File: config.mk
export PLATFORM = sky130hd
export DESIGN_NAME = cla_bist_controller
export DESIGN_NICKNAME = d
export VERILOG_FILES = /design/src/rtl/cla_bist_controller.sv
export SDC_FILE = /design/constraint.sdc
export NUM_CORES = 1
export LEC_CHECK = 0
export ABC_AREA = 1
export ABC_CLOCK_PERIOD_IN_PS = 2300
export CORE_ASPECT_RATIO = 1.4
export CORE_MARGIN = 8
export CORE_UTILIZATION = 48
export CTS_CLUSTER_SIZE = 40
export DETAILED_ROUTE_END_ITERATION = 10
export GPL_TIMING_DRIVEN = 0
export PLACE_DENSITY = 0.75
export SLEW_MARGIN = 30
export SYNTH_ARGS = -nofsm -noshare
export SYNTH_HDL_FRONTEND = slang
export SYNTH_SLANG_ARGS = --single-unit
File: constraint.sdc
create_clock -name clk -period 2.3 [get_ports clk]
set_input_delay 0.345 -clock clk [delete_from_list [all_inputs] [get_ports clk]]
set_output_delay 0.345 -clock clk [all_outputs]
set_load 0.005 [all_outputs]
File: src/rtl/cla_bist_controller.sv
// BIST controller for the registered CLA adder: sweeps every {cin, b, a} vector and checks sum/cout.
// Latency: 2^(2*WIDTH+1) RUN cycles plus LATENCY drain cycles from start to done.
// Backpressure: none; start is ignored while busy, and results hold in DONE until the next start.
module cla_bist_controller #(
    parameter int WIDTH   = 4,
    parameter int LATENCY = 2,
    parameter int ERR_W   = 10
) (
    input  logic                 clk,
    input  logic                 rst_n,
    input  logic                 start,
    output logic [WIDTH-1:0]     dut_a,
    output logic [WIDTH-1:0]     dut_b,
    output logic                 dut_cin,
    input  logic [WIDTH-1:0]     dut_sum,
    input  logic                 dut_cout,
    output logic                 busy,
    output logic                 done,
    output logic                 pass,
    output logic [ERR_W-1:0]     err_count,
    output logic [2*WIDTH:0]     first_fail_vec,
    output logic                 first_fail_valid
);

    localparam int VW = 2 * WIDTH + 1;
    localparam int DW = (LATENCY > 1) ? $clog2(LATENCY) : 1;
    localparam logic [DW-1:0] DRAIN_LAST = DW'(LATENCY - 1);
    localparam logic [VW-1:0] VEC_MAX    = '1;

    localparam logic [1:0] S_IDLE  = 2'd0;
    localparam logic [1:0] S_RUN   = 2'd1;
    localparam logic [1:0] S_DRAIN = 2'd2;
    localparam logic [1:0] S_DONE  = 2'd3;

    logic [1:0]          state;
    logic [VW-1:0]       vec;
    logic [DW-1:0]       drain_cnt;
    logic [LATENCY-1:0]  vld_pipe;
    logic [VW-1:0]       idx_pipe [LATENCY];
    logic [VW-1:0]       chk_idx;
    logic [WIDTH:0]      exp_res;
    logic                mismatch;
    logic                start_ok;

    // The vector register is the drive flop itself, so dut_* never see a combinational input path.
    assign dut_a   = vec[WIDTH-1:0];
    assign dut_b   = vec[2*WIDTH-1:WIDTH];
    assign dut_cin = vec[2*WIDTH];

    assign busy     = (state == S_RUN) || (state == S_DRAIN);
    assign done     = (state == S_DONE);
    assign pass     = done && (err_count == '0);
    assign start_ok = start && ((state == S_IDLE) || (state == S_DONE));

    always_ff @(posedge clk or negedge rst_n) begin
        if (!rst_n) begin
            state     <= S_IDLE;
            vec       <= '0;
            drain_cnt <= '0;
        end else begin
            case (state)
                S_IDLE, S_DONE: begin
                    if (start) begin
                        state <= S_RUN;
                        vec   <= '0;
                    end
                end
                S_RUN: begin
                    if (vec == VEC_MAX) begin
                        state     <= S_DRAIN;
                        vec       <= '0;
                        drain_cnt <= '0;
                    end else begin
                        vec <= vec + VW'(1);
                    end
                end
                S_DRAIN: begin
                    if (drain_cnt == DRAIN_LAST) begin
                        state <= S_DONE;
                    end else begin
                        drain_cnt <= drain_cnt + DW'(1);
                    end
                end
                default: state <= S_IDLE;
            endcase
        end
    end

    // Delay line tracks which driven vector the adder output currently belongs to.
    always_ff @(posedge clk or negedge rst_n) begin
        if (!rst_n) begin
            vld_pipe <= '0;
            for (int i = 0; i < LATENCY; i++) idx_pipe[i] <= '0;
        end else begin
            vld_pipe[0] <= (state == S_RUN);
            idx_pipe[0] <= vec;
            for (int i = 1; i < LATENCY; i++) begin
                vld_pipe[i] <= vld_pipe[i-1];
                idx_pipe[i] <= idx_pipe[i-1];
            end
        end
    end

    always_comb begin
        chk_idx  = idx_pipe[LATENCY-1];
        exp_res  = {1'b0, chk_idx[WIDTH-1:0]}
                 + {1'b0, chk_idx[2*WIDTH-1:WIDTH]}
                 + {{WIDTH{1'b0}}, chk_idx[2*WIDTH]};
        mismatch = vld_pipe[LATENCY-1] && ({dut_cout, dut_sum} != exp_res);
    end

    always_ff @(posedge clk or negedge rst_n) begin
        if (!rst_n) begin
            err_count        <= '0;
            first_fail_vec   <= '0;
            first_fail_valid <= 1'b0;
        end else if (start_ok) begin
            err_count        <= '0;
            first_fail_vec   <= '0;
            first_fail_valid <= 1'b0;
        end else if (mismatch) begin
            if (err_count != '1) err_count <= err_count + ERR_W'(1);
            if (!first_fail_valid) begin
                first_fail_vec   <= chk_idx;
                first_fail_valid <= 1'b1;
            end
        end
    end

endmodule

==> impl_metrics.yaml, run 1 <==
status:
  status: "complete, no violations"
critical_path:
  cp.required_ns: 2.54
  r2r_slack_ns: 0.02
  path_max_fanout: 6
  cp-start-kind: "flop"
  crit_type: "flop to flop"
  worst-endpoint-arrival_ns: 2.53
  rr_worst_depth: 13
  endpoint_kind: "flop"
global_route:
  track_usage: 0.131
  grt_pass1_wl_mm: 8.39
  grt_pass1_vias: 1902
  grt_max_degree: 53
  antenna_found_initial: 0
  overflow: 0
cts:
  cts_root_buf: "clkbuf_8"
  clk_pin_slew_ns: 0.09
  clock_sinks: 52
  cts_buffers: 5
  cts-htree-levels: 2
  clk_path_buf_depth: 2
  cts_hold_buf: 0
  clock_latency_ns: 0.30
  cts_tree: "yes"
route:
  wirelength_mm: 5.11
  route.detailed.drc: 0
  drtIter0Drc: 74
  vias: 2006
  dr.pass1.iters: 5
  drt.antenna.violating_nets: 0
  routed_via_density: 4.95
  wl_per_cell_um: 12.6
placed_design:
  dp_hpwl_mm: 3.67
  placed_area_um2: 2990
  placedCellCount: 392
  port_buffers: 39
  post-place-ws_ns: -0.140
  place_congestion: 0.856
yosys:
  synth-main-ff-cell: "dfrtp_1"
  syn_nets: 308
  ys_warn_count: 0
  yosysMostFrequentCell: "nand2_1"
  ys_ff_latch: 52
  synth-edff-count: 0
  syn_area_per_cell_um2: 8.79
  synthArstFlopShare: 1.00
  synth_area_um2: 2520
  syn-instance-count: 287
  synth_area_leaders: "dfrtp_1, nand2_1, nand3_1, ha_1, inv_1"
  yosysUniqueCellTypes: 28
  synth_top_area_frac: 0.516
  netlist_top_cells_count: "nand2_1, dfrtp_1, inv_1"
  yosys.area.top_type: "dfrtp_1"
  ys_seq_area_frac: 0.516
hold_path:
  hold_path_class: "primary input to asynchronous set/reset pin"
cells_and_area:
  instances_no_fill: 405
  finalNetCount: 359
  fin_area_um2: 3200
  num_antenna_cells: 0
  layout-drive-gt1-share: 0.127
  synthToLayoutAreaGrowth_pct: 27.0
  nFillCells: 430
die:
  coreArea_um2: 5120
  die-area_um2: 7860
  initial_core_util: 0.493
  rows: 31
  die_h_um: 102
  io_pins: 40
  die_x_um: 77.3
flow_run:
  maxCapViolCount: 0
timing:
  fin_crit_sh: 0.993
  drv_slew: 0
  hold_viol: 0
  skew_ns: 0.00503
  setup_viol: 0
  finalCriticalPeriod_ns: 2.28
  rsz0062_at_grt: "yes"
  fmax_mhz: 438
  worst_slew_pin_slew_ns: 0.612
  relSlewSlack: 0.592
  worst_slack_ns: 0.0154
pwr:
  vdd_drop_max_mv: 0.500
  power_per_cell_area_nw_per_um2: 892
  leakage_nw: 1.59
## routing by layer
| layer | track usage | vias to the layer above | routed length [um] |
|---|---|---|---|
| met5 | 0 | - | 0 |
| met4 | 0.0773 | 0 | 91 |
| met3 | 0.0284 | 7 | 218 |
| met2 | 0.226 | 45 | 2620 |
| met1 | 0.146 | 941 | 2180 |
| li1 | - | 1013 | - |
## through the flow
step / TNS (ns) / hold WS (ns) / utilization / power, mW
6_report: 0 / 0.0420 / 0.626 / 2.86
5_1_grt: -1.60 / 0.0850 / 0.626 / 3.06
4_1_cts: -0.713 / 0.0658 / 0.615 / 2.84
3_5_place_dp: -1.77 / 0.335 / 0.585 / 2.21
3_3_place_gp: -28.18 / 0.331 / 0.585 / 2.18
2_1_floorplan: 0 / 0.0494 / - / 1.80
## cells by family (layout without fill, tap and decap cells)
group	Yosys count	count (layout)	synth area share
AOI/OAI and AO/OA	15	15	0.0332
xor gates and xnor gates	7	7	0.0243
adders and majority gates	13	13	0.0704
DFF	52	52	0.516
and+or+nand+nor	156	158	0.288
buffers and inverters	44	94	0.0685
## where the power goes
group          internal, mW  switching (mW)  leakage (nW)  total, mW
Combinational         0.465           0.683         0.831       1.15
Clock                 0.246           0.290        0.0516      0.536
Sequential             1.04           0.129         0.703       1.17
Total                  1.76            1.10          1.59       2.86
## timing repair
| action | 4_1_cts | 5_1_grt |
|---|---|---|
| setup endpoints to repair | 19 | 20 |
| pin swaps | 8 | 5 |
| gates cloned | 2 | 0 |
| endpoints found under the hold margin | 0 | 0 |
| setup buffers | 2 | 1 |
| gates resized for setup | 8 | 9 |
## critical path, stage by stage (launching register included)
cell and delay, ns:
dfrtp_1 0.37, inv_2 0.05, fa_2 0.37, inv_2 0.07
fa_1 0.44, xnor2_1 0.16, nand2_1 0.08, nor2_2 0.12
nand3_4 0.12, nand2_4 0.13, nand2_8 0.09, nand2_8 0.11
nand2_1 0.05, nand2_1 0.06
## registers in the layout, summed over array words and instances (netlist names)
name	count
first_fail_valid	1
err_count	10
vec	9
first_fail_vec	9
chk_idx	9
drain_cnt	1
state	2
vld_pipe	2
idx_pipe	9
## placed cells by master (no fill, tap or decap), drive strengths merged
cell type	n
xnor2	3
xor2	4
dfrtp	52
or2	1
nand2	82
inv	41
nor2	24
o21ai	6
fa	2
o22ai	1
buf	5
clkinv	2
nand3	35
nor4	1
nand4	7
a21oi	7
o221ai	1
ha	11
dlymetal6s2s	1
nor3	8
clkbuf	8
clkdlybuf4s50	37
## final timing paths
| path | from | end |
|---|---|---|
| min in group clk | idx_pipe[15] | chk_idx[6] |
| worst min-delay path | rst_n | vec[6] |
| worst min register to register | idx_pipe[15] | chk_idx[6] |
| worst max-delay path | chk_idx[0] | err_count[4] |
| worst max register to register | chk_idx[0] | err_count[4] |
| max in group asynchronous | rst_n | err_count[0] |
## layout make-up
cell class / count / area, um2 / area share
Clock buffer: 6 / 82.6 / 0.0258
Sequential cell: 52 / 1300 / 0.407
Multi-Input combinational cell: 193 / 1120 / 0.351
Inverter: 41 / 154 / 0.0480
Timing Repair Buffer: 42 / 425 / 0.133
Buffer: 3 / 18.8 / 0.00586
Clock inverter: 2 / 13.8 / 0.00430
Tap cell: 66 / 82.6 / 0.0258
No activity file was read; power rests on OpenSTA's default activity.
==> inputs of run 2 (changes only) <==
Settings changed: CAP_MARGIN set to 10, SETUP_SLACK_MARGIN set to 0.05.
==> run 2 against run 1 <==
Against the previous run:
- the run now ends with negative setup slack left
- critical path depth decreased by 1
- setup slack lost 0.019 ns
- combinational power barely moved
- sequential share of layout area is 0.11 points lower
- critical path type unchanged
- core utilization up 0.17 points
==> impl_metrics.yaml, run 2 (same netlist as run 1, synthesis figures left out) <==
timing:
  rsz0062_at_grt: "yes"
  drv_slew: 0
  finalCriticalPeriod_ns: 2.30
  fmax_mhz: 434
  skew_ns: 0.00569
  worst_slack_ns: -0.00316
  worst_slew_pin_slew_ns: 0.609
  hold_viol: 0
  setup_viol: 1
  fin_crit_sh: 1.00
  relSlewSlack: 0.594
die:
  rows: 31
  initial_core_util: 0.493
  coreArea_um2: 5120
  io_pins: 40
  die-area_um2: 7860
  die_h_um: 102
  die_x_um: 77.3
route:
  drt.antenna.violating_nets: 0
  wl_per_cell_um: 12.6
  wirelength_mm: 5.10
  routed_via_density: 4.99
  route.detailed.drc: 0
  drtIter0Drc: 70
  vias: 2019
  dr.pass1.iters: 4
cts:
  clock_sinks: 52
  clock_latency_ns: 0.30
  cts_root_buf: "clkbuf_8"
  clk_path_buf_depth: 2
  cts_buffers: 5
  cts_tree: "yes"
  cts-htree-levels: 2
  clk_pin_slew_ns: 0.09
  cts_hold_buf: 0
cells_and_area:
  final_cell_mix: "nand2_1, dfrtp_1, clkdlybuf4s50_1"
  largest_register: "err_count"
  layout-drive-gt1-share: 0.136
  nFillCells: 436
  synthToLayoutAreaGrowth_pct: 27.3
  num_antenna_cells: 0
  instances_no_fill: 405
  finalNetCount: 359
  final_common_cell: "nand2_1"
  largest_reg_flops: 10
critical_path:
  crit_chain: "inv_2 -> fa_2 -> inv_2 -> fa_1 -> xnor2_1 -> nand2_1 -> nor2_2 -> nand3_4 -> nand2_4 -> nand2_2 -> nand3_1 -> nand2_2"
  crit_path_max_incr_delay_ns: 0.44
  cp_slowest_cell: "fa_1"
  path_max_fanout: 5
  cp-start-kind: "flop"
  worst-endpoint-arrival_ns: 2.50
  crit_type: "flop to flop"
  endpoint_kind: "flop"
  cp.required_ns: 2.50
placed_design:
  placedCellCount: 392
  dp_hpwl_mm: 3.67
  port_buffers: 39
  place_congestion: 0.856
  post-place-ws_ns: -0.140
status:
  status: "finished with violations"
  violations: "negative setup slack"
global_route:
  track_usage: 0.131
  grt_pass1_vias: 1902
  overflow: 0
  grt_pass1_wl_mm: 8.39
  antenna_found_initial: 0
  grt_max_degree: 53
pwr:
  vdd_drop_max_mv: 0.500
  power_per_cell_area_nw_per_um2: 895
  leakage_nw: 1.57
flow_run:
  maxCapViolCount: 0
hold_path:
  hold_path_class: "primary input to asynchronous set/reset pin"
==> run 2: cell types whose count changed in the layout (fill, tap and decap cells not counted) <==
cell | before | now
nand2_2 | 7 | 11
nand2_8 | 2 | 3
nor4_2 | 1 | 0
dlygate4sd2_1 | 0 | 1
nor4_1 | 0 | 1
nand2_4 | 2 | 1
dlymetal6s2s_1 | 1 | 0
nand2_1 | 71 | 67
==> run 2: layout make-up <==
cell class	count	area (um2)	share of cell area
Inverter	41	154	0.0479
Clock inverter	2	13.8	0.00429
Clock buffer	6	82.6	0.0257
Buffer	3	18.8	0.00584
Timing Repair Buffer	42	422	0.131
Sequential cell	52	1300	0.406
Tap cell	66	82.6	0.0257
Multi-Input combinational cell	193	1140	0.354
==> run 2: routing by layer <==
metal,vias to the layer above,wire (um),global-route usage
met5,-,0,0
met4,0,91,0.0773
met3,7,195,0.0284
met2,46,2640,0.226
met1,951,2170,0.146
li1,1015,-,-
==> run 2: per-stage QoR <==
step	hold slack [ns]	utilization	instance area, um2	setup TNS, ns	total power, mW
floorplan	0.0494	-	2520	0	1.80
global placement	0.331	0.585	3000	-28.18	2.18
detailed placement	0.335	0.585	2990	-1.77	2.21
CTS	0.0658	0.615	3150	-0.713	2.83
global route	0.0850	0.627	3210	-1.66	3.08
finish	0.0396	0.627	3210	-0.00316	2.87
==> run 2: worst max-delay path: cells and delay by family, from the launching register on <==
kind                       cells  cell delay, ns
buffers and inverters          2            0.12
and+or+nand+nor                7            0.73
xor gates and xnor gates       1            0.16
DFF                            1            0.37
adders and majority gates      2            0.81
==> run 2: final timing paths <==
check	slack, ns	start	to	cells past startpoint
min in group clk	0.35	vld_pipe[0]	vld_pipe[1]	0
min	0.04	rst_n	vec[6]	1
max in group asynchronous	1.80	rst_n	err_count[0]	1
min reg2reg	0.35	vld_pipe[0]	vld_pipe[1]	0
max reg2reg	-0.003	chk_idx[0]	err_count[7]	12
max	-0.003	chk_idx[0]	err_count[7]	12
==> run 2: what timing repair did <==
item | CTS | global route
gates cloned | 2 | 0
resized for setup | 9 | 12
setup buffers | 2 | 1
setup endpoints to repair | 19 | 20
pin swaps | 8 | 5
==> run 2: where the power goes <==
| group | total (mW) | leakage [nW] | internal, mW | switching (mW) |
|---|---|---|---|---|
| clock | 0.536 | 0.0516 | 0.246 | 0.290 |
| sequential | 1.17 | 0.703 | 1.04 | 0.129 |
| combinational | 1.16 | 0.819 | 0.469 | 0.695 |
| total | 2.87 | 1.57 | 1.76 | 1.11 |
==> inputs of run 3 (changes only) <==
--- a/config.mk
+++ b/config.mk
@@ -12,7 +12,8 @@
 export CORE_MARGIN = 8
-export CORE_UTILIZATION = 48
+export CORE_UTILIZATION = 56
 export CTS_CLUSTER_SIZE = 40
 export DETAILED_ROUTE_END_ITERATION = 10
+export DONT_BUFFER_PORTS = 1
 export GPL_TIMING_DRIVEN = 0
-export PLACE_DENSITY = 0.75
+export PLACE_DENSITY = 0.74
 export SETUP_SLACK_MARGIN = 0.05
--- a/constraint.sdc
+++ b/constraint.sdc
@@ -3,2 +3,2 @@
 set_output_delay 0.345 -clock clk [all_outputs]
-set_load 0.005 [all_outputs]
+set_load 0.01 [all_outputs]
==> run 3 against run 2 <==
Against the previous run:
- the flow still finishes with violations (negative setup slack)
- core utilization increased by 2.1 points
- register-to-register slack barely moved
- worst hold slack gained 0.31 ns
- via count decreased by 8.7%
- fmax is 0.13% higher
- setup slack better by 0.0030 ns
- largest cell class unchanged
==> impl_metrics.yaml, run 3 (same netlist as run 1, synthesis figures left out) <==
pwr:
  seqPwrFrac: 0.434
  p_int_mw: 1.63
  clkPwrFrac: 0.191
  swShare: 0.419
  pwr-share-comb: 0.375
  power_per_cell_area_nw_per_um2: 976
  leakage_nw: 1.45
  vdd_drop_max_mv: 0.956
  p_switching_mw: 1.17
timing:
  rsz0062_at_grt: "yes"
  drv_slew: 0
  skew_ns: 0.00502
  setup_viol: 1
  fmax_mhz: 435
  hold_viol: 0
  worst_slew_pin_slew_ns: 0.557
  fin_crit_sh: 1.00
  relSlewSlack: 0.625
  finalCriticalPeriod_ns: 2.30
  worst_slack_ns: -0.000141
die:
  io_pins: 40
  die_h_um: 95.4
  initial_core_util: 0.570
  rows: 29
  die_x_um: 72.7
  die-area_um2: 6940
  coreArea_um2: 4430
hold_path:
  hold_path.startpoint: "idx_pipe[14]"
  hold_path_class: "flop to flop"
critical_path:
  crit_path_max_incr_delay_ns: 0.44
  cp_slowest_cell: "fa_1"
  path_max_fanout: 3
  worst-endpoint-arrival_ns: 2.47
  r2r_slack_ns: -0.0001
  cp-start-kind: "flop"
  cp-startpoint: "chk_idx[0]"
  endpoint_kind: "flop"
  crit_chain: "inv_2 -> fa_2 -> inv_2 -> fa_1 -> xnor2_1 -> nand2_1 -> nor2_2 -> nand3_4 -> nand2_4 -> buf_4 -> buf_6 -> a21oi_2"
  cpMostUsedCell: "inv_2"
  rr_startpoint: "chk_idx[0]"
  cp.required_ns: 2.47
  crit_type: "flop to flop"
cells_and_area:
  layout-drive-gt1-share: 0.139
  multi_input_area_um2: 1140
  synthToLayoutAreaGrowth_pct: 13.7
  fin_area_um2: 2870
  largest_reg_flops: 10
  instances_no_fill: 365
  finalNetCount: 323
  largest_register: "err_count"
  seq_area_um2: 1300
  nFillCells: 370
  num_antenna_cells: 0
  final_common_cell: "nand2_1"
  final_cell_mix: "nand2_1, dfrtp_1, inv_1"
cts:
  clock_latency_ns: 0.30
  cts_root_buf: "clkbuf_8"
  clock_sinks: 52
  cts_buffers: 5
  cts-htree-levels: 2
  clk_path_buf_depth: 2
  clk_pin_slew_ns: 0.10
  cts_tree: "yes"
placed_design:
  place_congestion: 0.869
  port_buffers: 0
  dp_hpwl_mm: 3.39
  placedCellCount: 349
  placed_area_um2: 2600
  post-place-ws_ns: -0.136
global_route:
  track_usage: 0.146
  grt_max_degree: 53
  grt_pass1_vias: 1798
  antenna_found_initial: 0
  grt_pass1_wl_mm: 8.02
  overflow: 0
route:
  drt.antenna.violating_nets: 0
  wl_per_cell_um: 13.3
  routed_via_density: 5.05
  drtIter0Drc: 116
  wirelength_mm: 4.84
  dr.pass1.iters: 4
  vias: 1844
  route.detailed.drc: 0
flow_run:
  maxCapViolCount: 0
status:
  status: "finished with violations"
  violations: "negative setup slack"
[run 3: changes by cell type in the layout (fill, tap and decap cells not counted), sizes merged]
cell	change
clkbuf	-1
clkdlybuf4s50	-37
clkinvlp	+1
buf	+1
dlygate4sd2	-1
dlygate4sd3	+1
[run 3: routing by layer]
metal,wire (um),GRT usage,vias up
met5,0,0,-
li1,-,-,945
met2,2470,0.248,34
met3,286,0.0453,4
met4,39,0.0570,0
met1,2040,0.166,861
[run 3: metrics by stage]
step	setup TNS [ns]	hold slack, ns	utilization	power [mW]
2_1_floorplan	0	0.0494	-	1.84
3_3_place_gp	-0.911	0.0510	0.587	2.02
3_5_place_dp	-1.90	0.0511	0.587	2.04
4_1_cts	0	0.360	0.638	2.74
5_1_grt	-1.96	0.371	0.648	3.01
6_report	-0.000141	0.354	0.648	2.80
[run 3: final cells by class]
| cell class | count | share of cell area |
|---|---|---|
| Sequential cell | 52 | 0.454 |
| Multi-Input combinational cell | 193 | 0.396 |
| Inverter | 41 | 0.0536 |
| Timing Repair Buffer | 6 | 0.0292 |
| Tap cell | 62 | 0.0270 |
| Clock buffer | 5 | 0.0240 |
| Clock inverter | 3 | 0.00959 |
| Buffer | 3 | 0.00654 |
[run 3: what timing repair did]
action                                  CTS  global route
gates resized for setup                   9             9
hold buffers                              2             0
endpoints found under the setup margin   18            21
endpoints found under the hold margin    52             0
cloned                                    2             0
pin swaps                                 8             5
setup buffers                             3             1
[run 3: worst paths after layout]
check                                        end  depth (start not counted)
worst max register to register  first_fail_valid                         12
worst min-delay path                  chk_idx[5]                          0
min in group asynchronous                 vec[6]                          2
max in group asynchronous           err_count[9]                          2
worst min register to register        chk_idx[5]                          0
worst max-delay path            first_fail_valid                         12
[run 3: worst max-delay path, delay by kind of cell, from the launching register on]
family / cells / cell delay (ns)
adders and majority gates: 2 / 0.82
and+or+nand+nor: 4 / 0.47
DFF: 1 / 0.37
buffers and inverters: 4 / 0.31
xor gates and xnor gates: 1 / 0.16
AOI/OAI and AO/OA: 1 / 0.04
[run 3: power by group through the flow]
stage | clock network, mW | logic, mW | registers (mW)
detailed placement | 0 | 0.810 | 1.23
global route | 0.586 | 1.19 | 1.24
global placement | 0 | 0.795 | 1.22
CTS | 0.556 | 0.968 | 1.22
floorplan | 0 | 0.650 | 1.19
finish | 0.536 | 1.05 | 1.21
